$ cat src/rtl/servo_pwm_decoder_if.sv
// rtl/servo_pwm_decoder_if.sv - servo PWM decoder signal bundle
interface servo_pwm_decoder_if;
  logic        pwm_in;
  logic [7:0]  angle;
  logic [19:0] width;
  logic        valid;
  logic        range_err;
  logic        signal_lost;

  modport master (
    output pwm_in,
    input  angle, width, valid, range_err, signal_lost
  );

  modport slave (
    input  pwm_in,
    output angle, width, valid, range_err, signal_lost
  );
endinterface

$ cat src/rtl/servo_pwm_decoder.sv
// rtl/servo_pwm_decoder.sv - servo PWM high-time decoder with range and loss-of-signal flags
module servo_pwm_decoder #(
  parameter int MIN_PULSE   = 50000,
  parameter int MAX_PULSE   = 100000,
  parameter int CYC_PER_DEG = 278,
  parameter int GLITCH      = 25000,
  parameter int TIMEOUT     = 1250000
) (
  input  logic                CLOCK_50,
  input  logic                reset_n,
  servo_pwm_decoder_if.slave  bus
);

  // Frame/high-run counters must hold TIMEOUT and also accept a 20-bit width plus one.
  localparam int CW = ($clog2(TIMEOUT + 1) > 21) ? $clog2(TIMEOUT + 1) : 21;
  // Sub-degree counter runs 0..CYC_PER_DEG-1.
  localparam int SW = (CYC_PER_DEG > 1) ? $clog2(CYC_PER_DEG) : 1;

  localparam logic [19:0]   HI_SAT    = '1;
  localparam logic [19:0]   MIN_C     = 20'(MIN_PULSE);
  localparam logic [19:0]   MAX_C     = 20'(MAX_PULSE);
  localparam logic [19:0]   GLITCH_C  = 20'(GLITCH);
  localparam logic [CW-1:0] TIMEOUT_C = CW'(TIMEOUT);
  localparam logic [SW-1:0] CPD_M1    = SW'(CYC_PER_DEG - 1);
  localparam logic [7:0]    DEG_MAX   = 8'd180;

  typedef enum logic [1:0] {WAIT_LOW, WAIT_RISE, HIGH} state_t;

  state_t        state_q, state_d;
  logic [1:0]    sync_q, sync_d;
  logic          prev_q, prev_d;
  logic [19:0]   hi_cnt_q, hi_cnt_d;
  logic [CW-1:0] run_q, run_d;
  logic [SW-1:0] sub_q, sub_d;
  logic [7:0]    deg_q, deg_d;
  logic          done_q, done_d;
  logic [CW-1:0] frame_q, frame_d;
  logic [7:0]    angle_q, angle_d;
  logic [19:0]   width_q, width_d;
  logic          valid_q, valid_d;
  logic          range_err_q, range_err_d;
  logic          lost_q, lost_d;

  logic level;
  logic rise;
  logic hi_timeout;

  // Synchronizer and edge-detector next values; level is the synchronized line.
  always_comb begin
    sync_d = {sync_q[0], bus.pwm_in};
    prev_d = sync_q[1];
    level  = sync_q[1];
    rise   = sync_q[1] & ~prev_q;
  end

  // Pulse FSM: measures high time and tracks whole degrees above MIN_PULSE without a divider.
  always_comb begin
    state_d    = state_q;
    hi_cnt_d   = hi_cnt_q;
    run_d      = run_q;
    sub_d      = sub_q;
    deg_d      = deg_q;
    done_d     = 1'b0;
    hi_timeout = 1'b0;
    case (state_q)
      WAIT_LOW: begin
        if (!level) state_d = WAIT_RISE;
      end
      WAIT_RISE: begin
        if (rise) begin
          state_d  = HIGH;
          hi_cnt_d = 20'd1;
          run_d    = CW'(1);
          sub_d    = '0;
          deg_d    = '0;
        end
      end
      HIGH: begin
        if (!level) begin
          state_d = WAIT_RISE;
          done_d  = (hi_cnt_q >= GLITCH_C);
        end else begin
          run_d = run_q + CW'(1);
          if (hi_cnt_q != HI_SAT) hi_cnt_d = hi_cnt_q + 20'd1;
          if (hi_cnt_d > MIN_C) begin
            if (sub_q == CPD_M1) begin
              sub_d = '0;
              if (deg_q != DEG_MAX) deg_d = deg_q + 8'd1;
            end else begin
              sub_d = sub_q + SW'(1);
            end
          end
          // A line stuck high is treated as loss of signal; its eventual fall is ignored.
          if (run_d >= TIMEOUT_C) begin
            hi_timeout = 1'b1;
            state_d    = WAIT_LOW;
          end
        end
      end
      default: state_d = WAIT_LOW;
    endcase
  end

  // Result registers, frame timer and loss-of-signal flag, updated the cycle after an accepted fall.
  always_comb begin
    angle_d     = angle_q;
    width_d     = width_q;
    range_err_d = range_err_q;
    valid_d     = done_q;
    frame_d     = frame_q;
    lost_d      = lost_q;
    if (done_q) begin
      width_d     = hi_cnt_q;
      range_err_d = (hi_cnt_q < MIN_C) || (hi_cnt_q > MAX_C);
      if (hi_cnt_q <= MIN_C)      angle_d = 8'd0;
      else if (hi_cnt_q >= MAX_C) angle_d = DEG_MAX;
      else                        angle_d = deg_q;
    end
    // Restart the frame timer from the accepted pulse's rise (elapsed = width + 1).
    if (done_q)                   frame_d = CW'(hi_cnt_q) + CW'(1);
    else if (frame_q < TIMEOUT_C) frame_d = frame_q + CW'(1);
    if (done_q)                                  lost_d = 1'b0;
    else if ((frame_d >= TIMEOUT_C) || hi_timeout) lost_d = 1'b1;
  end

  // State registers with synchronous active-low reset; sync flops reset high so a pulse in flight is skipped.
  always_ff @(posedge CLOCK_50) begin
    if (!reset_n) begin
      state_q     <= WAIT_LOW;
      sync_q      <= 2'b11;
      prev_q      <= 1'b1;
      hi_cnt_q    <= '0;
      run_q       <= '0;
      sub_q       <= '0;
      deg_q       <= '0;
      done_q      <= 1'b0;
      frame_q     <= '0;
      angle_q     <= '0;
      width_q     <= '0;
      valid_q     <= 1'b0;
      range_err_q <= 1'b0;
      lost_q      <= 1'b1;
    end else begin
      state_q     <= state_d;
      sync_q      <= sync_d;
      prev_q      <= prev_d;
      hi_cnt_q    <= hi_cnt_d;
      run_q       <= run_d;
      sub_q       <= sub_d;
      deg_q       <= deg_d;
      done_q      <= done_d;
      frame_q     <= frame_d;
      angle_q     <= angle_d;
      width_q     <= width_d;
      valid_q     <= valid_d;
      range_err_q <= range_err_d;
      lost_q      <= lost_d;
    end
  end

  assign bus.angle       = angle_q;
  assign bus.width       = width_q;
  assign bus.valid       = valid_q;
  assign bus.range_err   = range_err_q;
  assign bus.signal_lost = lost_q;

endmodule
$ cat src/flat_wrapper.sv
// flat-port wrapper written by rule: the top's interface ports become plain ports
module servo_pwm_decoder_flat 
#(
  parameter int MIN_PULSE   = 50000,
  parameter int MAX_PULSE   = 100000,
  parameter int CYC_PER_DEG = 278,
  parameter int GLITCH      = 25000,
  parameter int TIMEOUT     = 1250000
)
  (CLOCK_50, reset_n, bus_pwm_in, bus_angle, bus_width, bus_valid, bus_range_err, bus_signal_lost);
  servo_pwm_decoder_if bus_i ();
  input  logic CLOCK_50;
  input  logic reset_n;
  input wire logic [$bits(bus_i.pwm_in)-1:0] bus_pwm_in;
  output wire logic [$bits(bus_i.angle)-1:0] bus_angle;
  output wire logic [$bits(bus_i.width)-1:0] bus_width;
  output wire logic [$bits(bus_i.valid)-1:0] bus_valid;
  output wire logic [$bits(bus_i.range_err)-1:0] bus_range_err;
  output wire logic [$bits(bus_i.signal_lost)-1:0] bus_signal_lost;
  assign bus_i.pwm_in = bus_pwm_in;
  assign bus_angle = bus_i.angle;
  assign bus_width = bus_i.width;
  assign bus_valid = bus_i.valid;
  assign bus_range_err = bus_i.range_err;
  assign bus_signal_lost = bus_i.signal_lost;
  servo_pwm_decoder #(.MIN_PULSE(MIN_PULSE), .MAX_PULSE(MAX_PULSE), .CYC_PER_DEG(CYC_PER_DEG), .GLITCH(GLITCH), .TIMEOUT(TIMEOUT)) u_core (.CLOCK_50(CLOCK_50), .reset_n(reset_n), .bus(bus_i));
endmodule
$ cat config.mk
export PLATFORM = sky130hd
export DESIGN_NAME = servo_pwm_decoder_flat
export DESIGN_NICKNAME = d
export VERILOG_FILES = /design/src/rtl/servo_pwm_decoder_if.sv /design/src/rtl/servo_pwm_decoder.sv /design/src/flat_wrapper.sv
export SDC_FILE = /design/constraint.sdc
export NUM_CORES = 1
export LEC_CHECK = 0
export ABC_AREA = 1
export BUFFER_PORTS_ARGS = -buffer_cell sky130_fd_sc_hd__clkbuf_2
export CORE_UTILIZATION = 45
export DETAILED_ROUTE_END_ITERATION = 10
export PLACE_DENSITY = 0.68
export SETUP_SLACK_MARGIN = 0.2
export SYNTH_ARGS = -nofsm -noshare
export SYNTH_HDL_FRONTEND = slang
export SYNTH_SLANG_ARGS = --single-unit
$ cat constraint.sdc
create_clock -name CLOCK_50 -period 2.1 [get_ports CLOCK_50]
set_input_delay 0.525 -clock CLOCK_50 [delete_from_list [all_inputs] [get_ports CLOCK_50]]
set_output_delay 0.525 -clock CLOCK_50 [all_outputs]
set_load 0.02 [all_outputs]
# Word level (Yosys, flattened, before mapping)
# Cells that the tools add are included.
# classes
addsub,6
order_cmp,9
eq_ne,12
mux,34
bitwise_logic,4
n_reduce_logical,10
# ops
cell,n
20-bit two-way mux,5
21-bit two-way mux,4
8-bit two-way mux,7
"21-bit by 1-bit adder with 21-bit output, second input constant",2
"21-bit greater-or-equal comparator, second input constant",2
21-bit case mux with 2 select lines,1
20-bit case mux with 2 select lines,1
9-bit two-way mux,4
"20-bit by 1-bit adder with 21-bit output, second input constant",1
"21-bit < comparator, second input constant",1
"20-bit by 1-bit adder with 20-bit output, second input constant",1
"20-bit by 15-bit greater-or-equal comparator with 1-bit output, second input constant",1
"20-bit by 17-bit greater-or-equal comparator with 1-bit output, second input constant",1
"20-bit by 16-bit greater-than comparator with 1-bit output, second input constant",1
"20-bit by 17-bit greater-than comparator with 1-bit output, second input constant",1
"20-bit by 16-bit less-or-equal comparator with 1-bit output, second input constant",1
"20-bit by 16-bit < comparator with 1-bit output, second input constant",1
"20-bit != test, second input constant",1
9-bit case mux with 2 select lines,1
8-bit case mux with 2 select lines,1
"2-bit by 1-bit != test with 1-bit output, second input constant",5
"9-bit by 1-bit adder with 9-bit output, second input constant",1
"9-bit equality test, second input constant",1
"8-bit by 1-bit adder with 8-bit output, second input constant",1
other kinds (17),29
# totals
reg_bits,116
inputBits,3
output_inout_bits,31
wordCells,89

# Logic depth before layout (Yosys ltp)
# Gate-level depths: netlist (run 1).
# logic_depth
word_depth,8
depth_mapped,22
ltp_nobuf,20

# Worst setup path after synthesis (run 1)
# Ideal clock, no wire load.
# synth_path
path_kind,flip-flop to flip-flop
from,reg u_core.hi_cnt_q[0]
to,reg u_core.sub_q[1]
setup_ns,0.128
arrival_time_ns,2.179
required_ns,1.972
slack_ns,-0.207
stages_incl_launch_ff,19
n_path_buf,2
period_less_slack_ns,2.307
cell_sequence,dfxtp_1 -> ha_1 -> nand2_1 -> nor2_4 -> nand2_4 -> nor3_4 -> nand2_4 -> buf_6 -> nand2_2 -> nand2_1 -> nor2_1 -> nand2_1 -> nand2_1 -> nand3_2 -> nand2_4 -> nand2_2 -> buf_6 -> o21ai_1 -> nor2_1
# synth_between
elab_chain_cells,7
word_cells_on_any_way,8
classes_between,1 x add/sub; 1 x order compare; 2 x eq/ne; 3 x mux; 1 x reduce/logical
# synth_lines
item,line,rtl
start: declaration,servo_pwm_decoder.sv:32,"logic [19:0] hi_cnt_q, hi_cnt_d;"
start signal: assignment,servo_pwm_decoder.sv:147,hi_cnt_q <= hi_cnt_d;
20-bit by 1-bit adder with 20-bit output / 20-bit != test (equally long branches),servo_pwm_decoder.sv:84,if (hi_cnt_q != HI_SAT) hi_cnt_d = hi_cnt_q + 20'd1;
20-bit two-way mux *,servo_pwm_decoder.sv:84,
20-bit two-way mux *,servo_pwm_decoder.sv:79,if (!level) begin
20-bit two-way mux *,servo_pwm_decoder.sv:65,case (state_q)
20-bit by 16-bit greater-than comparator with 1-bit output *,servo_pwm_decoder.sv:85,if (hi_cnt_d > MIN_C) begin
2-bit by 1-bit != test with 1-bit output (no line) *,n/a,
4-bit AND reduction (no line) *,n/a,
end signal: assignment,servo_pwm_decoder.sv:149,sub_q <= sub_d;
end: declaration,servo_pwm_decoder.sv:34,"logic [SW-1:0] sub_q, sub_d;"
# Mark *: on every way between the ends. The rest lies on a longest branch, timed or not. The select of a mux whose other input is x is not followed.
# A chain may end at the register's enable or synchronous reset.

# Worst setup path in the final report (run 1)
# Ends and elaborated chain as after synthesis.

==> results of run 1 <==
-- final timing paths --
| check | start | end | cells past startpoint | slack (ns) |
|---|---|---|---|---|
| max | u_core.hi_cnt_q[0]$_SDFFE_PN0P_ | u_core.sub_q[1]$_SDFFE_PN0P_ | 18 | -0.25 |
| min | bus_pwm_in | u_core.sync_q[0]$_SDFF_PN1_ | 2 | 0.28 |
| max reg2reg | u_core.hi_cnt_q[0]$_SDFFE_PN0P_ | u_core.sub_q[1]$_SDFFE_PN0P_ | 18 | -0.25 |
| min reg2reg | u_core.sync_q[0]$_SDFF_PN1_ | u_core.sync_q[1]$_SDFF_PN1_ | 1 | 0.41 |
-- layout make-up --
| cell class | instances | area [sq um] | share of cell area [%] |
|---|---|---|---|
| clock buffers | 19 | 453 | 4.38 |
| clock inverters | 13 | 229 | 2.21 |
| inverters | 115 | 439 | 4.24 |
| multi-input cells | 839 | 4680 | 45.2 |
| flip-flops and latches | 116 | 2380 | 23.0 |
| well taps | 211 | 264 | 2.55 |
| repair buffers | 247 | 1910 | 18.4 |
-- report_power, final --
part | internal [mW] | leakage [nW] | switching, mW
combinational | 0.464 | 3.34 | 0.790
sequential | 2.29 | 0.955 | 0.0895
clock | 2.28 | 0.333 | 1.10
-- worst max-delay path, delay by kind of cell, from the launching register on --
| family | cells | cell delay [ns] |
|---|---|---|
| flip-flops | 1 | 0.36 |
| adder cells (fa/ha/maj) | 1 | 0.14 |
| AND/OR/NAND/NOR | 14 | 1.40 |
| AO/OA/AOI/OAI | 1 | 0.10 |
| buffers and inverters | 2 | 0.23 |
-- metal layers --
metal / share of wire, % / global-route usage (%)
met5: 0 / 0
met2: 49 / 48.4
met3: 5.1 / 5.74
met1: 43 / 35.2
met4: 2.4 / 8.12
-- placed cells by master, fill, tap and decap left out, types with 33 or more instances in the layout --
cell and count:
nand2_2 36, clkbuf_2 33, a21oi_1 89, o21ai_0 35, nor2_1 96, xor2_1 35
dfxtp_1 81, buf_4 193, inv_1 101, nand2_1 296, nand3_1 59
-- kinds of logic after synthesis --
| group | synth area share [%] |
|---|---|
| compound gates | 11.5 |
| xor+xnor | 6.06 |
| fa+ha+maj | 2.30 |
| buf+inv | 9.12 |
| flops | 32.8 |
| simple gates | 38.2 |
-- stage by stage --
stage	hold slack, ns	power, mW	std cells	cell area (sq um)	setup TNS (ns)
6_report	0.277	7.02	1560	10400	-3.66
3_5_place_dp	0.403	3.47	1501	8820	-6.21
3_3_place_gp	0.395	3.44	1501	8820	-6.19
4_1_cts	0.262	6.95	1545	9800	-2.35
2_1_floorplan	0.393	3.10	1116	7150	-1.37
5_1_grt	0.265	7.26	1560	10400	-6.30
-- repair_timing --
action / in CTS / in global routing
setup endpoints to repair: 70 / 60
gates cloned: 2 / 0
gates resized for setup: 55 / 145
hold endpoints to repair: 0 / 0
setup buffers: 10 / 15
pin swaps: 19 / 43
-- flip-flops by register name, summed over array words and instances, names as in the netlist, 2 cells and up --
register,count
u_core.bus.width,20
u_core.hi_cnt_q,20
u_core.sync_q,2
u_core.frame_q,21
u_core.deg_q,8
u_core.sub_q,9
u_core.run_q,21
u_core.state_q,2
u_core.bus.angle,8
==> impl_metrics.ini, run 1 <==
[cts]
root_buffer = clkbuf_16
ctsHoldBuffers = 0
clkSinkCount = 116
clk_pin_slew_ns = 0.06
cts_tree = yes
clockBufferDepth = 2
numCtsBuffers = 17
clk_latency_ns = 0.43
htree_num_levels = 4

[critical_path]
critPathMaxStageDelay_ns = 0.36
crit_top_cell = nand2_4
crit_chain = ha_4 > nand2_4 > nor2_4 > nand2_4 > nor3_4 > nand2_4 > inv_4 > or2_4 > nand2_1 > nor2_1 > nand2_1 > nand2_1 > nand3_2 > nand2_4 > nand2_4 > buf_6 > o21ai_2 > nor2_1
worst_ep_arrival_time_ns = 2.65
worstSetupPathType = flop to flop
cp.required_ns = 2.41
end_kind = flop
critPathSlowestCell = dfxtp_4
worst_setup_path_start_kind = flop
critical_path.max_fanout = 7

[global_route]
grt_usage_pct = 28.1
grt_pass1_vias = 7322
grt_overflow = 0
grt_max_degree = 91
antenna_found_initial = 0
grt_pass1_wl_um = 35700

[logic_synthesis]
synthTopCellsByArea = dfxtp_1 (33%), nand2_1 (18%), a21oi_1 (6.5%), nor2_1 (6.3%), inv_1 (5.9%)
yosysWarnings = 0
ys_types = 43
syn_area_sq_um = 7080
synth_edf_count = 0
ys.flop_type = dfxtp_1
syn_nets = 1132
syn_area_per_cell_sq_um = 6.35
synth_top_area_cell = dfxtp_1
yosysMostFrequentCell = nand2_1
yosysSeqAreaShare_pct = 32.8
synthTopCellsByCount = nand2_1 (332), nor2_1 (119), dfxtp_1 (116)
ys_async_sr_fraction_pct = 0
synth_cells = 1116
synth.top_cell.area_share_pct = 32.8
ys_ff_latch = 116

[cells_and_area]
nNetsFinal = 1352
area_growth_pct = 46.1
fillerInstances = 1319
drive_above_1_share_pct = 35.0
post-route-util_pct = 67.8
diodes = 0

[routing]
viasPerCell = 5.24
drt_iter0_drc = 548
vias = 8176
post_drt_wl_per_cell_um = 15.0
drc = 0
final_antenna_net_count = 0
wirelength_um = 23400
drt_first_pass_iters = 5

[place]
dp_slack_ns = -0.360
dp_hpwl_um = 15400
io_buffers = 33
globalplace.congestion = 0.935

[floorplan]
die_y_um = 127
coreArea_sq_um = 15300
ios = 34
die_w_um = 127
start_util_pct = 46.4
die_area_sq_um = 16200
row_count = 45

[sta]
fin_crit_ns = 2.35
relSlewSlack_pct = 70.6
tightest_slew_ns = 0.441
fin_crit_sh_pct = 112
slew_viol_final = 0
rsz0062_at_grt = yes
hold_viol_final = 0
clock_skew_ns = 0.0105
max_freq_ghz = 0.426
worst_slack_ns = -0.248
setup_viol = 20

[status]
violations = setup timing
status = finished, violations left

[hold_path]
hp-class = primary input to flop

[power]
p_per_area_nw_per_um2 = 678
p_leak_nw = 4.62
max-vdd-ir-drop_mv = 0.681

[flow_run]
cap_viol_max_count = 0
Note: power is estimated with default switching activity, not from simulation.
==> run 2: changes to the inputs <==
--- a/config.mk
+++ b/config.mk
@@ -7,6 +7,7 @@
 export LEC_CHECK = 0
 export ABC_AREA = 1
 export BUFFER_PORTS_ARGS = -buffer_cell sky130_fd_sc_hd__clkbuf_2
+export CORE_MARGIN = 2
 export CORE_UTILIZATION = 45
 export DETAILED_ROUTE_END_ITERATION = 10
 export PLACE_DENSITY = 0.68
==> run 2 against run 1 <==
Against the previous run:
- register-to-register slack got worse by 0.099 ns
- sequential share of layout area fell by 0.093 points
- non-clock buffer count rose by 11
- the run still ends with setup timing left
- die area rose by 3.2%
- maximum frequency fell by 4.0%
- clock-buffer cell count rose by 3
- highest routed layer unchanged
==> impl_metrics.ini, run 2 (synthesis results as in run 1) <==
[hold_path]
hp-class = primary input to flop
min-delay-start = bus_pwm_in
worstHoldPathCells = 2
holdPathEnd = u_core.sync_q[0]$_SDFF_PN1_

[critical_path]
reg2reg_slack_ns = -0.35
r2r-start = u_core.hi_cnt_q[0]$_SDFFE_PN0P_
worst_ep_arrival_time_ns = 2.75
reg2regPathDepth = 16
cp.required_ns = 2.40
worstSetupPathType = flop to flop
r2r_end = u_core.deg_q[2]$_SDFFE_PN0P_
worst_setup_path_start_kind = flop
end_kind = flop
critical_path.max_fanout = 7

[cts]
clockBufferDepth = 2
clk_pin_slew_ns = 0.06
clk_latency_ns = 0.42
clkSinkCount = 116
numCtsBuffers = 17
root_buffer = clkbuf_16
htree_num_levels = 4
cts_tree = yes

[global_route]
grt_max_degree = 74
grt_use_met2_pct = 45.9
use_met3_pct = 5.08
antenna_found_initial = 0
grt_overflow = 0
grt_pass1_vias = 7598
grtUsageMet1_pct = 34.5
grt_pass1_wl_um = 36000
grt_usage_pct = 27.1
busiest_layer = met2

[routing]
drc = 0
wirelength_um = 23000
drt_iter0_drc = 681
vias = 8171
drt_first_pass_iters = 6
final_antenna_net_count = 0
viasPerCell = 5.20
post_drt_wl_per_cell_um = 14.7

[power]
total_power_mw = 6.62
p_per_area_nw_per_um2 = 639
max-vdd-ir-drop_mv = 0.694
p_leak_nw = 4.64

[status]
violations = setup timing
status = finished, violations left

[sta]
tightest_slew_ns = 0.783
worst_slack_ns = -0.347
rsz0062_at_grt = yes
fin_crit_sh_pct = 117
whs_ns = 0.289
fin_crit_ns = 2.45
clock_skew_ns = 0.00790
setup_viol = 21
setup_tns_ns = -5.53
relSlewSlack_pct = 47.5
slew_viol_final = 0
hold_viol_final = 0
max_freq_ghz = 0.409

[floorplan]
coreArea_sq_um = 15300
die_y_um = 129
row_count = 45
ios = 34
die_w_um = 129
start_util_pct = 46.2
die_area_sq_um = 16800

[cells_and_area]
drive_above_1_share_pct = 34.8
area_growth_pct = 46.2
multi_input_area_sq_um = 4690
final_area_sq_um = 10400
final_common_cell = nand2_1
regArea_sq_um = 2370
fillerInstances = 1297
nNetsFinal = 1363
top_regs = u_core.frame_q: 21 flops, u_core.run_q: 21 flops
post-route-util_pct = 67.6
diodes = 0
final_cell_mix = nand2_1 (301), buf_4 (201), inv_1 (101), nor2_1 (88), dfxtp_1 (88)

[place]
dp_hpwl_um = 15700
place_area_sq_um = 8860
io_buffers = 33
globalplace.congestion = 0.942

[flow_run]
cap_viol_max_count = 0
run 2: cell types whose count changed in the layout (fill, tap and decap cells not counted), moves of 4 or more:
cell and delta:
a21oi_1 -5, a21oi_2 +5, buf_4 +8, bufinv_16 -4, dfxtp_1 +7, dfxtp_2 -7
nand2_1 +5, nand2_2 -7, nor2_1 -8, nor2_2 +6, o21ai_0 +6, o21ai_2 -4
run 2: report_power, final:
part           total [mW]  internal, mW  switching [mW]
Sequential           2.37          2.28          0.0835
Combinational        1.35         0.505           0.843
Clock                2.90          1.85            1.05
run 2: metal layers:
metal  up-vias  share of wire, %
li1       4050                 -
met1      3813                43
met2       255                48
met3        53               5.6
met4         0               3.3
met5         -                 0
run 2: repair_timing:
item                       in CTS  in global routing
hold buffers                    0                  0
pin swaps                      15                 41
gates resized for setup        39                156
gates cloned                    1                  1
setup endpoints to repair      41                 67
setup buffers                  16                 15
run 2: worst max-delay path by stage:
| stage | start | endpoint | slack, ns | cells after the start |
|---|---|---|---|---|
| after floorplan | u_core.hi_cnt_q[0]$_SDFFE_PN0P_ | u_core.sub_q[1]$_SDFFE_PN0P_ | -0.14 | 18 |
| after global placement | u_core.hi_cnt_q[1]$_SDFFE_PN0P_ | u_core.deg_q[1]$_SDFFE_PN0P_ | -0.18 | 18 |
| after detailed placement | u_core.hi_cnt_q[1]$_SDFFE_PN0P_ | u_core.deg_q[0]$_SDFFE_PN0P_ | -0.28 | 18 |
| after CTS | u_core.hi_cnt_q[1]$_SDFFE_PN0P_ | u_core.deg_q[6]$_SDFFE_PN0P_ | -0.24 | 17 |
| after global routing | u_core.hi_cnt_q[0]$_SDFFE_PN0P_ | u_core.deg_q[0]$_SDFFE_PN0P_ | -0.49 | 18 |
| final | u_core.hi_cnt_q[0]$_SDFFE_PN0P_ | u_core.deg_q[2]$_SDFFE_PN0P_ | -0.35 | 16 |
run 2: worst max-delay path: stages, from the launching register on:
cell and delay [ns]:
dfxtp_4 0.36, ha_4 0.17, nand2_4 0.07, nor2_4 0.04, nand2_4 0.09, nor3_4 0.06, nand2_4 0.13, inv_2 0.07
buf_4 0.13, or2_2 0.29, nor3_1 0.26, nand2_2 0.10, nand3_4 0.10, nand2_8 0.11, clkbuf_16 0.19, nand4_1 0.08
a21oi_2 0.06
run 2: final cells by class:
class,count,share of cell area [%]
inverter,115,4.23
clock inverter,9,0.991
timing repair buffer,258,19.3
sequential,116,22.9
clock buffer,22,4.68
tap,211,2.55
multi-input combinational,839,45.3
run 2: stage by stage:
step | instances | setup slack (ns)
finish | 1570 | -0.347
global placement | 1506 | -0.179
detailed placement | 1506 | -0.278
CTS | 1554 | -0.240
floorplan | 1116 | -0.135
global route | 1570 | -0.488
